### src/rtl/ws_pe_pkg.sv
// Shared types for the complement arbiter: opcodes, FSM state encoding, default width.
package ws_pe_pkg;

    localparam int DEFAULT_WIDTH = 8;

    typedef enum logic [1:0] {
        OP_PASS = 2'b00,
        OP_NEG  = 2'b01,
        OP_ABS  = 2'b10,
        OP_RSVD = 2'b11
    } op_e;

    typedef logic [0:0] state_t;
    localparam state_t ST_EMPTY = 1'b0;
    localparam state_t ST_FULL  = 1'b1;

endpackage

### src/rtl/complement_unit.sv
// Combinational two's-complement pass/negate/abs datapath.
// COMPLEMENT_ARB_SAT_EN: overflowing negate/abs saturates to max positive instead of wrapping.
module complement_unit
    import ws_pe_pkg::*;
#(
    parameter int WIDTH = DEFAULT_WIDTH
) (
    input  logic [WIDTH-1:0] operand,
    input  op_e              op,
    output logic [WIDTH-1:0] result,
    output logic             ovf
);

    logic             do_neg_s;
    logic             is_min_s;
    logic [WIDTH-1:0] neg_val_s;

    // Select between operand and its negation; flag negation of the most-negative value
    always_comb begin
        case (op)
            OP_NEG:  do_neg_s = 1'b1;
            OP_ABS:  do_neg_s = operand[WIDTH-1];
            default: do_neg_s = 1'b0;
        endcase
        is_min_s  = (operand == {1'b1, {(WIDTH-1){1'b0}}});
        neg_val_s = ~operand + WIDTH'(1);
        ovf       = do_neg_s & is_min_s;
`ifdef COMPLEMENT_ARB_SAT_EN
        if (ovf) begin
            result = {1'b0, {(WIDTH-1){1'b1}}};
        end else if (do_neg_s) begin
            result = neg_val_s;
        end else begin
            result = operand;
        end
`else
        if (do_neg_s) begin
            result = neg_val_s;
        end else begin
            result = operand;
        end
`endif
    end

endmodule

### src/rtl/complement_arb.sv
// Round-robin arbiter feeding one shared complement unit through a single result register.
// COMPLEMENT_ARB_SAT_EN (see complement_unit) selects saturating overflow results.
module complement_arb
    import ws_pe_pkg::*;
#(
    parameter int NUM_REQ = 4,
    parameter int WIDTH   = DEFAULT_WIDTH,
    localparam int IDW    = (NUM_REQ > 1) ? $clog2(NUM_REQ) : 1
) (
    input  logic                   clk,
    input  logic                   rst,
    input  logic [NUM_REQ-1:0]     req_valid,
    output logic [NUM_REQ-1:0]     req_ready,
    input  logic [NUM_REQ*WIDTH-1:0] req_data,
    input  logic [NUM_REQ*2-1:0]   req_op,
    output logic                   rsp_valid,
    input  logic                   rsp_ready,
    output logic [WIDTH-1:0]       rsp_data,
    output logic [IDW-1:0]         rsp_id,
    output logic                   rsp_ovf
);

    state_t           state_r;
    logic [IDW-1:0]   rr_ptr_r;
    logic [WIDTH-1:0] data_r;
    logic [IDW-1:0]   id_r;
    logic             ovf_r;

    logic             found_s;
    logic [IDW-1:0]   win_s;
    logic             grant_s;
    logic [IDW-1:0]   next_ptr_s;
    logic [WIDTH-1:0] cu_result_s;
    logic             cu_ovf_s;

    // Round-robin search starting at rr_ptr; grant only when the result register can accept
    always_comb begin
        found_s = 1'b0;
        win_s   = '0;
        for (int k = 0; k < NUM_REQ; k++) begin
            int idx;
            idx = int'(rr_ptr_r) + k;
            if (idx >= NUM_REQ) begin
                idx = idx - NUM_REQ;
            end else begin
                idx = idx;
            end
            if (!found_s && req_valid[idx]) begin
                found_s = 1'b1;
                win_s   = IDW'(idx);
            end else begin
                found_s = found_s;
            end
        end
        grant_s = found_s && !rst && ((state_r == ST_EMPTY) || rsp_ready);
        if (grant_s) begin
            req_ready = NUM_REQ'(1) << win_s;
        end else begin
            req_ready = '0;
        end
        if (win_s == IDW'(NUM_REQ - 1)) begin
            next_ptr_s = '0;
        end else begin
            next_ptr_s = win_s + IDW'(1);
        end
    end

    complement_unit #(.WIDTH(WIDTH)) u_cu (
        .operand (req_data[win_s*WIDTH +: WIDTH]),
        .op      (op_e'(req_op[win_s*2 +: 2])),
        .result  (cu_result_s),
        .ovf     (cu_ovf_s)
    );

    // Result register and EMPTY/FULL state; a grant while FULL reloads without a bubble
    always_ff @(posedge clk) begin
        if (rst) begin
            state_r  <= ST_EMPTY;
            rr_ptr_r <= '0;
            data_r   <= '0;
            id_r     <= '0;
            ovf_r    <= 1'b0;
        end else if (grant_s) begin
            state_r  <= ST_FULL;
            rr_ptr_r <= next_ptr_s;
            data_r   <= cu_result_s;
            id_r     <= win_s;
            ovf_r    <= cu_ovf_s;
        end else if ((state_r == ST_FULL) && rsp_ready) begin
            state_r  <= ST_EMPTY;
        end else begin
            state_r  <= state_r;
        end
    end

    assign rsp_valid = (state_r == ST_FULL);
    assign rsp_data  = data_r;
    assign rsp_id    = id_r;
    assign rsp_ovf   = ovf_r;

endmodule

### config.mk
export PLATFORM = sky130hd
export DESIGN_NAME = complement_arb
export DESIGN_NICKNAME = d
export VERILOG_FILES = /design/src/rtl/ws_pe_pkg.sv /design/src/rtl/complement_unit.sv /design/src/rtl/complement_arb.sv
export SDC_FILE = /design/constraint.sdc
export NUM_CORES = 1
export LEC_CHECK = 0
export ABC_AREA = 0
export BUFFER_PORTS_ARGS = -buffer_cell sky130_fd_sc_hd__buf_2
export CELL_PAD_IN_SITES_DETAIL_PLACEMENT = 2
export CELL_PAD_IN_SITES_GLOBAL_PLACEMENT = 2
export CORE_MARGIN = 1
export CORE_UTILIZATION = 27
export CTS_BUF_LIST = sky130_fd_sc_hd__clkbuf_2
export DETAILED_ROUTE_END_ITERATION = 7
export PLACE_DENSITY = 0.95
export SLEW_MARGIN = 20
export SYNTH_ARGS = -nofsm -noshare
export SYNTH_HDL_FRONTEND = slang
export SYNTH_SLANG_ARGS = --single-unit
### constraint.sdc
create_clock -name clk -period 5.95 [get_ports clk]
set_clock_uncertainty 0.05 [all_clocks]
set_input_delay 1.19 -clock clk [delete_from_list [all_inputs] [get_ports clk]]
set_output_delay 1.19 -clock clk [all_outputs]
set_load 0.01 [all_outputs]
==> results of run 1 <==
-- worst register-to-register path: cells and delay by family (launching register included) --
| kind | cells | cell delay (ns) |
|---|---|---|
| flops | 1 | 0.45 |
| buf+inv | 1 | 0.20 |
| mux | 1 | 0.23 |
| compound gates | 2 | 0.51 |
| fa+ha+maj | 1 | 0.31 |
| simple gates | 6 | 1.54 |
-- kinds of logic (layout without fill, tap and decap cells) --
| group | after synthesis | count (layout) | synth area share [%] |
|---|---|---|---|
| flops | 14 | 14 | 22.1 |
| simple gates | 62 | 62 | 28.6 |
| buf+inv | 11 | 72 | 3.95 |
| xor+xnor | 5 | 5 | 3.45 |
| fa+ha+maj | 7 | 7 | 6.91 |
| compound gates | 29 | 29 | 15.4 |
| mux | 24 | 24 | 19.5 |
-- layout by cell type (no fill, tap or decap), types with 2 or more instances in the layout --
master	count
a41oi_1	2
mux2_2	5
nor2b_1	3
o21ai_0	10
nand2b_1	4
o21ai_1	3
dfxtp_1	14
a21oi_1	5
clkbuf_2	3
nand2_1	15
nand3_1	10
buf_2	62
ha_1	7
inv_1	4
nor2_1	6
mux2i_1	18
and2_1	6
nand3b_1	11
o211ai_1	2
xor2_1	5
-- power by group --
group | leakage, nW | switching [mW] | internal [mW]
clock network | 0.0140 | 0.0354 | 0.0146
registers | 0.116 | 0.0127 | 0.115
logic | 0.663 | 0.141 | 0.108
-- how the worst min path moves through the flow --
stage | start | end | slack, ns
after global placement | rsp_data[1] | rsp_data[1] | 0.39
final | rsp_data[1] | rsp_data[1] | 0.42
after detailed placement | rsp_data[1] | rsp_data[1] | 0.41
after CTS | rsp_data[1] | rsp_data[1] | 0.43
after global routing | rsp_data[1] | rsp_data[1] | 0.46
after floorplan | rsp_data[1] | rsp_data[1] | 0.43
-- cell usage after synthesis (all sizes together) (2+ instances only) --
cell type / n / area (um2)
o21ai: 13 / 65.1
mux2i: 18 / 180
o211ai: 2 / 15.0
xor2: 5 / 43.8
nand2: 15 / 56.3
nor3: 2 / 21.3
a21oi: 5 / 25.0
nor2: 7 / 42.5
inv: 5 / 18.8
and2: 7 / 46.3
nand2b: 4 / 25.0
nand3b: 11 / 82.6
ha: 7 / 87.6
nand3: 10 / 50.1
buf: 3 / 20.0
mux2: 6 / 67.6
clkbuf: 3 / 11.3
a41oi: 2 / 17.5
nor2b: 3 / 18.8
dfxtp: 14 / 280
-- final cells by class --
class                           count  share of cell area [%]
Tap cell                           52                    3.97
Multi-Input combinational cell    127                    57.2
Clock buffer                        3                   0.917
Clock inverter                      1                   0.229
Inverter                            5                    1.15
Timing Repair Buffer               63                    19.4
Sequential cell                    14                    17.1
-- through the flow --
stage / cells / hold slack [ns] / setup WS [ns]
2_1_floorplan: 152 / 0.431 / 2.04
3_3_place_gp: 261 / 0.393 / 1.79
3_5_place_dp: 261 / 0.413 / 1.71
4_1_cts: 265 / 0.433 / 1.76
5_1_grt: 265 / 0.456 / 1.63
6_report: 265 / 0.423 / 1.78
-- per-layer routing --
layer | wire, um | global-route usage (%) | up-vias
met5 | 0 | 0 | -
met4 | 31 | 5.44 | 0
met3 | 171 | 1.88 | 3
met2 | 1990 | 30.3 | 45
met1 | 1780 | 21.0 | 667
li1 | - | - | 668
-- flip-flops by register name, summed over array words and instances (netlist names) --
signal	cells
rsp_ovf	1
rsp_id	2
rr_ptr_r	2
rsp_data	8
rsp_valid	1
==> key figures, run 1 <==
Run status
  • Status: complete, but fails checks
  • Failing checks: design-rule violations

Floorplanning
  • DIE WIDTH: 70.5 um
  • Num rows: 24
  • IO Count: 63
  • Die area: 4970 um2
  • Initial core utilization: between 20% and 30%
  • Die height: between 70 and 80 um
  • Core area: 4440 um2

Synthesis
  • Predominant post-synthesis flop cell: dfxtp_1
  • Register bit total from synthesis: 14
  • Mapped Area: roughly 1300 um2
  • Ys async rst share: 0%
  • Post-Syn Nets: 206
  • Unique cell type count in the Yosys netlist: 37
  • EDFF count, synth: 0
  • Gate Count Post-Synth: 152
  • Avg Cell Area, Syn: 8.34 um2
  • Synth warn: 0
  • Seq/Total Area, Yosys: about 22%

Critical path
  • Critical path depth: 8
  • Crit-path slowest cell: nor3_4
  • Worst Path Arrival: ~2.9 ns
  • Reg2Reg Depth: 11
  • Setup slack, reg-to-reg: 2.64 ns
  • Worst Path Required: 4.71 ns
  • Delay-heaviest family, CP: simple AND/OR/NAND/NOR gates
  • Startpoint type of the worst setup path: input pin
  • Worst Setup SP: req_valid[0]
  • Setup crit end: req_ready[0]
  • Delay of the slowest cell on the worst path: around 0.56 ns
  • Worst Setup End Kind: output pin
  • Worst-path maximum fanout: 15
  • Reg2reg end: rsp_ovf
  • Reg-to-Reg Start: rr_ptr_r[1]
  • Crit path buf inv count: 3
  • WS Path Type: input pin to output pin
  • Cell Chain, Critical Path: buf_2 > and2_4 > and2_1 > nor3_4 > inv_2 > ha_1 > and2_1 > buf_2

Power
  • Total power: 0.426 mW
  • Leakage: ~0.8 nW
  • Pwr Density: 260 nW/um2
  • VDD IR max: 0.0000605 V

STA
  • Unrepaired setup endpoints after global routing: false
  • Peak Freq: approximately 0.24 GHz
  • Period utilisation layout: a little over two thirds
  • Slew headroom: 55.7%
  • Final Hold Vio Count: 0
  • Post-route minimum period: about 4.2 ns
  • Setup TNS: 0 ns
  • Slew Viols, Final: 0
  • Worst-Margin Slew: 0.662 ns
  • Final setup violation count: 0

Detailed routing
  • Vias: 1383
  • Via-to-Cell Ratio: about 5.2
  • Routed wire length: 3.97 mm
  • Initial drt markers: 64
  • Post-detailed-route count of antenna-violating nets: 0
  • # DRC: 10
  • Wirelength per Cell: about 15 um
  • 1st-pass router iterations: 6

Clocking
  • Clock sinks: 14
  • Clock buffer depth: 2
  • Reg clk slew, reported paths: between 0.15 and 0.2 ns
  • Htree depth: 1
  • Insertion delay to the later sink of the worst-skew pair: approximately 0.29 ns
  • Hold_buf cts: 0
  • CTS Root Cell: clkbuf_2
  • Setup repair bufs after CTS: 0
  • CTS tree: done
  • Number of CTS-inserted buffers: 3
  • Post_cts resized: 0

Global route
  • Global-route wire length before repair: 6.74 mm
  • GR Util All Layers: ~17%
  • Initial antenna violation count: 0
  • Vias in the first global route: 1473
  • GRT overflow: 0
  • Largest net degree at the start of global routing: 22

Finish
  • Fillers: around 540
  • Area of the multi-input gates: between 900 and 1000 um2
  • Layout Nets: 268
  • Area growth syn-to-layout: 29.2%
  • Final Cell Area: around 1600 um2
  • Post-layout util: roughly 37%
  • Number of antenna diodes: 0
  • Register area: between 200 and 300 um2
  • Share of cells above drive strength 1: between 30% and 40%

Min path
  • Hold Crit Class: flip-flop to flip-flop
  • Hold path depth: 2

Placed design
  • Gpl congestion: 0.742
  • IO Port Bufs: 62
  • Final HPWL DP: approximately 3.3 mm
  • Dpl cell area: approximately 1600 um2

Job
  • Max_cap viols: 0
No activity file was read; power rests on OpenSTA's default activity.
==> run 2, diff against run 1 <==
--- a/config.mk
+++ b/config.mk
@@ -10,10 +10,10 @@
 export CELL_PAD_IN_SITES_DETAIL_PLACEMENT = 2
 export CELL_PAD_IN_SITES_GLOBAL_PLACEMENT = 2
 export CORE_MARGIN = 1
-export CORE_UTILIZATION = 27
+export CORE_UTILIZATION = 23
 export CTS_BUF_LIST = sky130_fd_sc_hd__clkbuf_2
 export DETAILED_ROUTE_END_ITERATION = 7
-export PLACE_DENSITY = 0.95
+export PLACE_DENSITY = 0.88
 export SLEW_MARGIN = 20
 export SYNTH_ARGS = -nofsm -noshare
 export SYNTH_HDL_FRONTEND = slang
==> constraint.sdc (replaced) <==
create_clock -name clk -period 3.7 [get_ports clk]
set_clock_uncertainty 0.05 [all_clocks]
set_input_delay 0.74 -clock clk [delete_from_list [all_inputs] [get_ports clk]]
set_output_delay 0.74 -clock clk [all_outputs]
set_load 0.01 [all_outputs]
==> run 2 against run 1 <==
Against the previous run:
- the flow now finishes without violations
- clock power grew 49%
- cell count grew 7.5%
- wire length shrank 2.2%
- first-iteration DRC count shrank 9.4%
- sequential power grew 61%
- sequential share of layout area shrank 0.38 points
- die area grew 17%
- largest cell class unchanged
- largest power group unchanged
==> key figures, run 2 (synthesis gave the netlist of run 1 again) <==
Run status
  • Status: complete, no violations

Min path
  • Hold path depth: 2
  • Hold Crit Class: flip-flop to flip-flop

Critical path
  • Crit-path slowest cell: or4_1
  • WS Path Type: input pin to flip-flop
  • Worst Setup End Kind: flip-flop
  • Cell Chain, Critical Path: buf_2 > nand2b_1 > o211a_4 > nor2_8 > mux2i_1 > nand2_1 > and2_1 > ha_1 > nand3b_1 > o221a_1 > or4_1 > a21oi_1
  • Worst Path Arrival: between 3 and 4 ns
  • Startpoint type of the worst setup path: input pin
  • Delay of the slowest cell on the worst path: roughly 0.49 ns
  • Worst Path Required: ~3.9 ns
  • Reg2Reg Depth: 11
  • Worst-path maximum fanout: 12

Floorplanning
  • Die height: between 70 and 80 um
  • DIE WIDTH: 76.2 um
  • Num rows: 26
  • Core area: between 5000 and 6000 um2
  • Initial core utilization: 24.4%
  • IO Count: 63
  • Die area: approximately 5800 um2

Detailed routing
  • Vias: between 1k and 1.5k
  • Wirelength per Cell: roughly 14 um
  • # DRC: 0
  • Via-to-Cell Ratio: 4.68
  • 1st-pass router iterations: 4
  • Routed wire length: between 3 and 4 mm
  • Initial drt markers: 58
  • Post-detailed-route count of antenna-violating nets: 0

Power
  • Leakage: roughly 0.80 nW
  • Pwr Density: 404 nW/um2
  • VDD IR max: 0.000101 V
  • P_sw: 0.292 mW
  • Share of total power in the clock network: a little over a tenth
  • Seq pwr share: between 30% and 40%
  • Internal power: about 0.39 mW
  • Net Sw Frac: between 40% and 50%
  • Combinational cell fraction of total power: around 59%

STA
  • Slew headroom: 44.8%
  • Peak Freq: about 0.30 GHz
  • Final setup violation count: 0
  • Unrepaired setup endpoints after global routing: false
  • Setup WS post-layout: about 0.40 ns
  • Worst hold margin: between 0.4 and 0.5 ns
  • Period utilisation layout: 89.2%
  • Slew Viols, Final: 0
  • Worst-Margin Slew: approximately 0.8 ns
  • Setup TNS: 0 ns
  • Final Hold Vio Count: 0
  • Post-route minimum period: between 3 and 4 ns

Clocking
  • CTS tree: done
  • Reg clk slew, reported paths: about 0.14 ns
  • Number of CTS-inserted buffers: 3
  • Setup repair bufs after CTS: 0
  • CTS Root Cell: clkbuf_2
  • Insertion delay to the later sink of the worst-skew pair: approximately 0.28 ns
  • Post_cts resized: 0
  • Clock buffer depth: 2
  • Clock sinks: 14
  • Hold_buf cts: 0
  • Htree depth: 1

Job
  • Max_cap viols: 0

Finish
  • Max FFs per register: 8
  • Share of cells above drive strength 1: about 37%
  • Area growth syn-to-layout: 32.2%
  • Layout Nets: between 200 and 300
  • Number of antenna diodes: 0
  • Commonest cells after routing, fill and taps aside: buf_2 (62), mux2i_1 (18), nand2_1 (15), dfxtp_1 (14), nand3b_1 (11)
  • Post-layout util: 32.2%
  • Most common cell after layout, fill and taps aside: buf_2
  • Fillers: between 600 and 700

Global route
  • Largest net degree at the start of global routing: 18
  • GRT overflow: 0
  • Global-route wire length before repair: approximately 6.5 mm
  • Initial antenna violation count: 0
  • GR Util All Layers: roughly 14%
  • Vias in the first global route: about 1.4k

Placed design
  • IO Port Bufs: between 60 and 70
  • Gpl congestion: 0.718
  • Place WS: 0.0807 ns
  • Final HPWL DP: ~3.4 mm
-- run 2: through the flow --
step           std cells  total power [mW]  area [um2]
2_1_floorplan        152             0.487        1270
4_1_cts              285             0.691        1680
3_3_place_gp         281             0.598        1660
3_5_place_dp         281             0.616        1660
6_report             285             0.677        1680
5_1_grt              285             0.740        1680
-- run 2: routing by layer --
layer / GRT usage (%) / part of all wire (%) / vias to the layer above
met1: 17.3 / 45 / 613
met2: 23.7 / 49 / 41
met3: 2.87 / 5.4 / 4
met4: 4.04 / 1.0 / 0
met5: 0 / 0 / -
li1: - / - / 676
-- run 2: power groups by stage --
stage	sequential (mW)	combinational, mW	clock (mW)
4_1_cts	0.206	0.408	0.0776
5_1_grt	0.210	0.446	0.0839
3_5_place_dp	0.209	0.407	0
2_1_floorplan	0.219	0.268	0
3_3_place_gp	0.208	0.390	0
6_report	0.205	0.398	0.0746
-- run 2: area by class of cell --
class	instances	area (um2)	share of cell area [%]
clock buffers	3	15.0	0.896
flip-flops and latches	14	280	16.7
repair buffers	65	333	19.9
clock inverters	1	3.75	0.224
multi-input cells	127	937	55.9
inverters	5	18.8	1.12
well taps	70	87.6	5.23
-- run 2: critical path: cells and delay by family --
family	cells	cell delay [ns]
AO/OA/AOI/OAI	3	0.75
multiplexers	1	0.22
buffers and inverters	1	0.13
adder cells (fa/ha/maj)	1	0.30
AND/OR/NAND/NOR	6	1.33
-- run 2: path summary, 6_finish.rpt --
path / endpoint / slack [ns] / start
max: rsp_ovf / 0.40 / req_valid[1]
min: rsp_data[1] / 0.42 / rsp_data[1]
max reg2reg: rsp_ovf / 0.60 / rr_ptr_r[1]
min reg2reg: rsp_data[1] / 0.42 / rsp_data[1]
